===== config.mk =====
export PLATFORM = sky130hd
export DESIGN_NAME = inst_encoder
export DESIGN_NICKNAME = d
export VERILOG_FILES = /design/src/rtl/inst_encoder.sv
export SDC_FILE = /design/constraint.sdc
export NUM_CORES = 1
export LEC_CHECK = 0
export CAP_MARGIN = 20
export CELL_PAD_IN_SITES_DETAIL_PLACEMENT = 1
export CELL_PAD_IN_SITES_GLOBAL_PLACEMENT = 2
export CORE_AREA = 2 2 171 173
export DETAILED_ROUTE_END_ITERATION = 8
export DIE_AREA = 0 0 173 175
export PLACE_DENSITY = 0.73
export SETUP_SLACK_MARGIN = 0.1
export SKIP_LAST_GASP = 1
export SYNTH_ARGS = -nofsm -noshare
export SYNTH_HDL_FRONTEND = slang
export SYNTH_SLANG_ARGS = --single-unit

===== constraint.sdc =====
create_clock -name clk_i -period 7.6 [get_ports clk_i]
set_clock_uncertainty 0.1 [all_clocks]
set_input_delay 1.52 -clock clk_i [delete_from_list [all_inputs] [get_ports clk_i]]
set_output_delay 1.52 -clock clk_i [all_outputs]
set_load 0.005 [all_outputs]

===== src/rtl/inst_encoder.sv =====
// rtl/inst_encoder.sv - MIPS instruction encoder with output FIFO and byte-address counter
module inst_encoder #(
  parameter int                FIFO_DEPTH = 4,
  parameter int                ADDR_W     = 32,
  parameter logic [ADDR_W-1:0] BASE_ADDR  = '0
) (
  input  logic              clk_i,
  input  logic              rst_i,
  input  logic              req_valid,
  output logic              req_ready,
  input  logic [4:0]        req_op,
  input  logic [4:0]        req_rs,
  input  logic [4:0]        req_rt,
  input  logic [4:0]        req_rd,
  input  logic [4:0]        req_shamt,
  input  logic [15:0]       req_imm,
  input  logic [25:0]       req_target,
  input  logic              addr_load,
  input  logic [ADDR_W-1:0] addr_value,
  output logic              out_valid,
  input  logic              out_ready,
  output logic [31:0]       out_inst,
  output logic [ADDR_W-1:0] out_addr,
  output logic              err,
  output logic [15:0]       emit_cnt
);

  localparam int PTR_W = (FIFO_DEPTH > 1) ? $clog2(FIFO_DEPTH) : 1;
  localparam int CNT_W = PTR_W + 1;

  logic [31:0]       mem_q [FIFO_DEPTH];
  logic [PTR_W-1:0]  wr_ptr_q, wr_ptr_d;
  logic [PTR_W-1:0]  rd_ptr_q, rd_ptr_d;
  logic [CNT_W-1:0]  cnt_q, cnt_d;
  logic [ADDR_W-1:0] addr_q, addr_d;
  logic [15:0]       emit_q, emit_d;
  logic              err_q, err_d;

  logic [31:0]       enc_word;
  logic              enc_ok;
  logic              accept;
  logic              push;
  logic              pop;

  // Pack the symbolic request into a machine word; enc_ok drops for unknown ops.
  always_comb begin
    enc_word = '0;
    enc_ok   = 1'b1;
    case (req_op)
      5'd0:  enc_word = {6'h00, req_rs, req_rt, req_rd, 5'h0, 6'h20};
      5'd1:  enc_word = {6'h00, req_rs, req_rt, req_rd, 5'h0, 6'h22};
      5'd2:  enc_word = {6'h00, req_rs, req_rt, req_rd, 5'h0, 6'h24};
      5'd3:  enc_word = {6'h00, req_rs, req_rt, req_rd, 5'h0, 6'h25};
      5'd4:  enc_word = {6'h00, req_rs, req_rt, req_rd, 5'h0, 6'h27};
      5'd5:  enc_word = {6'h00, req_rs, req_rt, req_rd, 5'h0, 6'h26};
      5'd6:  enc_word = {6'h00, req_rs, req_rt, req_rd, 5'h0, 6'h2A};
      5'd7:  enc_word = {6'h00, 5'h0, req_rt, req_rd, req_shamt, 6'h00};
      5'd8:  enc_word = {6'h00, 5'h0, req_rt, req_rd, req_shamt, 6'h02};
      5'd9:  enc_word = {6'h00, req_rs, 15'h0, 6'h08};
      5'd10: enc_word = {6'h00, req_rs, 5'h0, req_rd, 5'h0, 6'h09};
      5'd11: enc_word = {6'h23, req_rs, req_rt, req_imm};
      5'd12: enc_word = {6'h21, req_rs, req_rt, req_imm};
      5'd13: enc_word = {6'h2B, req_rs, req_rt, req_imm};
      5'd14: enc_word = {6'h29, req_rs, req_rt, req_imm};
      5'd15: enc_word = {6'h04, req_rs, req_rt, req_imm};
      5'd16: enc_word = {6'h05, req_rs, req_rt, req_imm};
      5'd17: enc_word = {6'h08, req_rs, req_rt, req_imm};
      5'd18: enc_word = {6'h0C, req_rs, req_rt, req_imm};
      5'd19: enc_word = {6'h0A, req_rs, req_rt, req_imm};
      5'd20: enc_word = {6'h02, req_target};
      5'd21: enc_word = {6'h03, req_target};
      default: enc_ok = 1'b0;
    endcase
  end

  assign req_ready = (cnt_q != CNT_W'(FIFO_DEPTH));
  assign out_valid = (cnt_q != '0);
  assign out_inst  = out_valid ? mem_q[rd_ptr_q] : 32'h0;
  assign out_addr  = addr_q;
  assign err       = err_q;
  assign emit_cnt  = emit_q;

  // Unsupported ops still complete the handshake but never reach the FIFO.
  assign accept = req_valid && req_ready;
  assign push   = accept && enc_ok;
  assign pop    = out_valid && out_ready;

  // Next-state for pointers, occupancy, address counter and status.
  always_comb begin
    wr_ptr_d = push ? wr_ptr_q + PTR_W'(1) : wr_ptr_q;
    rd_ptr_d = pop ? rd_ptr_q + PTR_W'(1) : rd_ptr_q;
    case ({push, pop})
      2'b10:   cnt_d = cnt_q + CNT_W'(1);
      2'b01:   cnt_d = cnt_q - CNT_W'(1);
      default: cnt_d = cnt_q;
    endcase
    if (addr_load) begin
      addr_d = addr_value;
    end else if (pop) begin
      addr_d = addr_q + ADDR_W'(4);
    end else begin
      addr_d = addr_q;
    end
    emit_d = pop ? emit_q + 16'd1 : emit_q;
    err_d  = err_q | (accept && !enc_ok);
  end

  // Control state registers with synchronous reset.
  always_ff @(posedge clk_i) begin
    if (rst_i) begin
      wr_ptr_q <= '0;
      rd_ptr_q <= '0;
      cnt_q    <= '0;
      addr_q   <= BASE_ADDR;
      emit_q   <= '0;
      err_q    <= 1'b0;
    end else begin
      wr_ptr_q <= wr_ptr_d;
      rd_ptr_q <= rd_ptr_d;
      cnt_q    <= cnt_d;
      addr_q   <= addr_d;
      emit_q   <= emit_d;
      err_q    <= err_d;
    end
  end

  // FIFO storage; stale entries are unreachable once occupancy is cleared.
  always_ff @(posedge clk_i) begin
    if (push) begin
      mem_q[wr_ptr_q] <= enc_word;
    end
  end

endmodule


# Word-level counts from Yosys, hierarchy flattened
# Memory sizes are Yosys's and may differ from the RTL's. A register that Yosys moved wholly into a read port is not among the register bits.
# Cells that the tools add are included.
op_classes:
  n_shift: 0
  n_reduce_logical: 10
  bitwise: 1
  n_div: 0
  n_lt_le_gt_ge: 0
  n_mul: 0
  eq_ne: 24
  addsub: 6
  muxes: 10
op_table:
  columns: ["op", "count"]
  rows:
  - ["32-bit one-hot mux with 22 select lines", 1]
  - ["32-bit two-way mux", 3]
  - ["5-bit by 4-bit equality test with 1-bit output (second input constant)", 8]
  - ["32-bit by 3-bit adder with 32-bit output (second input constant)", 1]
  - ["5-bit equality test (second input constant)", 6]
  - ["22-bit OR reduction", 1]
  - ["5-bit by 3-bit equality test with 1-bit output (second input constant)", 4]
  - ["16-bit by 1-bit adder with 16-bit output (second input constant)", 1]
  - ["5-bit by 2-bit equality test with 1-bit output (second input constant)", 2]
  - ["3-bit one-hot mux with 2 select lines", 1]
  - ["5-bit by 1-bit equality test with 1-bit output (second input constant)", 1]
  - ["5-bit logical NOT", 1]
  - ["2-bit by 1-bit adder with 2-bit output (second input constant)", 2]
  - ["1-bit logical AND", 4]
  - ["2-bit two-way mux", 2]
  - ["2-bit nonzero test", 2]
  - ["3-bit by 1-bit adder with 3-bit output (second input constant)", 1]
  - ["1-bit two-way mux", 3]
  - ["3-bit inequality test (second input constant)", 1]
  - ["3-bit nonzero test", 1]
  - ["3-bit by 1-bit subtractor with 3-bit output (second input constant)", 1]
  - ["2-bit by 1-bit equality test with 1-bit output (second input constant)", 1]
  - ["2-bit equality test (second input constant)", 1]
  - ["1-bit logical NOT", 1]
  - ["1-bit OR", 1]
totals:
  word_cells: 58
  latchBits: 0
  mem_count: 1
  mem_bits_rw: 128
  out_inout_bits: 83
  rom_bits: 0
  regBits: 56
memory_table:
  columns: ["memory", "depth", "word_bits", "read_ports", "rd_ports_with_merged_regs", "write_ports", "line", "text"]
  rows:
  - ["mem_q", 4, 32, 1, 1, 1, "31", "logic [31:0] mem_q [FIFO_DEPTH];"]

# Depth between registers and ports, before layout
logic_depth:
  word_depth: 6
  depth_mapped: 11
  mapped_depth_nobuf: 10

# Worst setup path after synthesis
# No wires, ideal clock.
synth_timing:
  kind: "input to register"
  startpoint: "input req_op[3]"
  endpoint: "register cnt_q[2]"
  cell_stages: 11
  n_path_buf: 1
  required_ns: 7.430
  slack_ns: 4.114
  setup_time_ns: 0.070
  arrival_time_ns: 3.316
  cell_sequence: "clkbuf_1 -> a21oi_1 -> nor2_1 -> nor2_1 -> inv_1 -> ha_1 -> inv_1 -> fa_1 -> xor2_1 -> or3_1 -> a21oi_1"
synth_between:
  elab_chain_len: 6
  word_cells_on_any_way: 29
  cone_classes: "23 x eq/ne; 2 x mux; 4 x reduce/logical"
synth_lines:
  columns: ["item", "line", "text"]
  rows:
  - ["start, declared", "11", "input logic [4:0] req_op,"]
  - ["5-bit equality test (tied with other cells)", "49", "case (req_op)"]
  - ["22-bit OR reduction (no line) (*)", null, null]
  - ["1-bit two-way mux (*)", "49", null]
  - ["1-bit logical AND (*)", "85", "assign push = accept && enc_ok;"]
  - ["2-bit by 1-bit equality test with 1-bit output or 2-bit equality test (tied branches)", "92", "case ({push, pop})"]
  - ["3-bit one-hot mux with 2 select lines or 2-bit nonzero test (tied branches)", null, null]
  - ["end signal, assigned", "120", "cnt_q <= cnt_d;"]
  - ["end, declared", "34", "logic [CNT_W-1:0] cnt_q, cnt_d;"]
# Every way passes the cells marked *; elsewhere a longest branch is shown, timed or not.
# A chain may end at the register's enable or synchronous reset.

# Worst setup path after layout
layout_timing:
  startpoint: "register cnt_q[2]"
  endpoint: "output out_inst[1]"
layout_between:
  elab_chain_len: 2
layout_lines:
  columns: ["item", "line", "text"]
  rows:
  - ["3-bit nonzero test", "77", "assign out_valid = (cnt_q != '0);"]
  - ["32-bit two-way mux", "78", "assign out_inst = out_valid ? mem_q[rd_ptr_q] : 32'h0;"]
  - ["end, declared", "22", "output logic [31:0] out_inst,"]
# No other way between the ends.

==> flow_metrics.tcl <==
set metrics [dict create \
    criticalPathCategory "register to primary output" \
    clk-insertion-delay-late_ns 0.43 \
    antenna_found_initial 2 \
    synth_mux_area_share_pct 8.95 \
    arrival_ns 3.07 \
    ys_seq_area_share_pct 58.3 \
    routed_wire_length_per_instance_um 18.4 \
    routabilityCongestion 0.758 \
    fin_total_pwr_uw 2820 \
    total_leakage_power_uw 0.00369 \
    grt_pass1_vias 6490 \
    max_cap_viol_count 0 \
    max-clock-path-buffers 2 \
    synthDistinctLibCells 61 \
    routed_wirelength_um 22900 \
    ys_dominant_reg_cell "sky130_fd_sc_hd__edfxtp_1" \
    grt_pass1_wl_um 36400 \
    finalSetupTns_ns 0 \
    end_kind "primary output" \
    synth_nets 788 \
    status "finished clean" \
    rsz0062_at_grt "false" \
    synth-compound-area-share_pct 9.86 \
    ctsRootBufferMaster "sky130_fd_sc_hd__clkbuf_16" \
    grt_util_met2_pct 25.0 \
    fp.coreArea_um2 28400 \
    holdCritPathClass "register to register" \
    floorplan.initialDensity_pct 29.5 \
    synth_xor_area_share_pct 3.03 \
    synth_edf_count 124 \
    finalNetCount 958 \
    boundaryPins 187 \
    globalRouteMet1Util_pct 19.6 \
    grt_start_max_net_pins 63 \
    tritoncts "done" \
    diodes 0 \
    grt-busiest-layer "met2" \
    synth_fa_ha_area_share_pct 1.28 \
    worstPathMaxFanout 32 \
    drive_gt1_share_pct 10.1 \
    cts_hold_repair.buffers 0 \
    worst_slew_pin_slew_ns 1.04 \
    gr-usage-all-layers_pct 15.3 \
    synth_simple_gate_area_share_pct 15.5 \
    detailedRoute.firstIterationViolations 229 \
    postCtsSetupRepairBufs 0 \
    final_max_slew_viol_count 0 \
    first_drt_pass_iteration_count 4 \
    grtUsageMet3_pct 4.83 \
    dieArea_um2 30300 \
    syn_avg_cell_area_um2 12.4 \
    clock-sinks 182 \
    syn_inst 676 \
    hpwl_um 15400 \
    worstSetupStartpointType "register" \
    drt-vias-per-instance 4.87 \
    clk_pin_slew_ns 0.07 \
    yosys_register_bits 182 \
    minimum_clock_period_ns 4.69 \
    die_x_um 173 \
    route.antenna.remaining_nets 0 \
    area.growth.synth_to_final_pct 33.7 \
    placement_rows 62 \
    die_h_um 175 \
    reg2reg_setup_slack_ns 4.78 \
    synthesis.area_um2 8390 \
    ys_async_sr_fraction_pct 0 \
    cts_repair_resize_count 0 \
    route.vias.total 6054 \
    synth_top_family_by_area "simple AND/OR/NAND/NOR gates" \
    drt_drc_violations_left 0 \
    timing.final.setup_violations 0 \
    synth.yosys.warnings 0 \
    io_buffer_count 185 \
    cp_data_required_time_ns 5.98 \
    power-per-cell-area_nw_per_um2 251 \
    timing.final.hold_violations 0 \
    maximum_level_of_the_cts_h_tree 4 \
    worst_ir_drop_vdd_mv 0.166 \
    cts_buf_count 17 \
    max-slew-margin-rel_pct 30.0 \
    part_of_the_cycle_the_worst_path_needs_pct 61.7 \
    grt-ovfl-total 0 \
    achievable-frequency_mhz 213 \
]
[layout make-up]
class,instances,area (um2)
inverter,24,90.1
multi-input combinational,428,3260
timing repair buffer,193,1910
clock inverter,15,156
clock buffer,17,425
sequential,182,4890
tap,384,480
fill,3083,17200
[routing by layer]
layer | wire length (um) | vias up | share of wire [%]
met5 | 27 | - | 0.12
met4 | 381 | 4 | 1.7
met3 | 1380 | 22 | 6.0
met2 | 10700 | 140 | 47
met1 | 10400 | 2977 | 46
li1 | - | 2911 | -
[report_power, final]
| part | internal, uW | switching [uW] | leakage [uW] | total (uW) |
|---|---|---|---|---|
| sequential | 1140 | 47.8 | 0.00163 | 1190 |
| combinational | 425 | 342 | 0.00178 | 767 |
| clock | 440 | 420 | 0.000278 | 860 |
| total | 2010 | 810 | 0.00369 | 2820 |
[flip-flops by register name, summed over array words and instances, names as in the netlist, named ones only]
name,cells
mem_q,124
rd_ptr_q,2
wr_ptr_q,2
emit_cnt,16
cnt_q,3
err,1
out_addr,32
[worst max-delay path, stage by stage, from the launching register on]
cell and delay [ns]:
sky130_fd_sc_hd__dfxtp_1 0.35, sky130_fd_sc_hd__nor3_1 0.75, sky130_fd_sc_hd__inv_1 0.72, sky130_fd_sc_hd__and2_1 0.36, sky130_fd_sc_hd__clkdlybuf4s50_1 0.46
[cells in the mapped netlist, drive strengths merged (3+ instances only)]
| library cell | count | area share, % |
|---|---|---|
| a21oi | 21 | 1.3 |
| ha | 7 | 1.0 |
| nor2 | 62 | 2.8 |
| nand4 | 13 | 1.0 |
| or4 | 11 | 0.98 |
| inv | 24 | 1.1 |
| o21ai | 15 | 0.90 |
| nand2b | 4 | 0.30 |
| a222oi | 5 | 0.60 |
| a211oi | 14 | 1.3 |
| xnor2 | 18 | 1.9 |
| mux4 | 31 | 8.3 |
| nand3b | 3 | 0.27 |
| xor2 | 11 | 1.1 |
| or3b | 3 | 0.31 |
| nor3 | 7 | 0.42 |
| nand2 | 33 | 1.5 |
| or3 | 10 | 0.75 |
| mux2i | 3 | 0.36 |
| clkbuf | 30 | 1.3 |
| and2 | 40 | 3.0 |
| dfxtp | 58 | 14 |
| o31ai | 7 | 0.63 |
| a221o | 8 | 0.95 |
| edfxtp | 124 | 44 |
| o22ai | 3 | 0.22 |
| nor2b | 12 | 0.90 |
| a311oi | 11 | 1.1 |
| nor4 | 12 | 0.90 |
| a2111oi | 3 | 0.33 |
| a22o | 12 | 1.3 |
| nand3 | 16 | 0.95 |
| and3 | 8 | 0.60 |
| buf | 12 | 0.69 |
[cells by family after synthesis]
group,Yosys count
other,1
AND/OR/NAND/NOR,242
flip-flops,182
adder cells (fa/ha/maj),8
multiplexers,36
XOR/XNOR,29
AO/OA/AOI/OAI,112
buffers and inverters,66
[path summary, 6_finish.rpt]
kind                                      to         start  cells after the start
worst max register to register  out_addr[21]   out_addr[5]                      4
worst min register to register  emit_cnt[15]  emit_cnt[15]                      2
worst min-delay path            emit_cnt[15]  emit_cnt[15]                      2
worst max-delay path             out_inst[1]      cnt_q[2]                      4
[cell usage in the layout (no fill, tap or decap), drive strengths merged, types with 3 or more instances in the layout]
cell type	n
o21ai	15
nor2	62
dfxtp	58
a211oi	14
o22ai	3
xnor2	18
nand4	13
nor4	12
or3	10
a221o	8
edfxtp	124
and3	8
xor2	11
o31ai	7
buf	9
a222oi	5
mux4	31
nor2b	12
a21oi	21
nand2b	4
or4	11
clkbuf	17
or3b	3
nand3	16
nand3b	3
nor3	7
a22o	12
nand2	33
ha	7
and2	40
inv	32
a311oi	11
clkinv	5
a2111oi	3
mux2i	3
clkdlybuf4s50	184
[metrics by stage]
stage	instance area [um2]	utilization (%)	hold slack [ns]	setup WS [ns]	cells
detailed placement	10600	37.4	0.384	3.21	1211
global placement	10600	37.4	0.371	3.27	1211
CTS	11200	39.5	0.399	2.82	1243
floorplan	8390	-	0.361	4.11	676
global route	11200	39.5	0.431	2.68	1243
finish	11200	39.5	0.397	2.91	1243
Power figures use the tool's default switching activity.
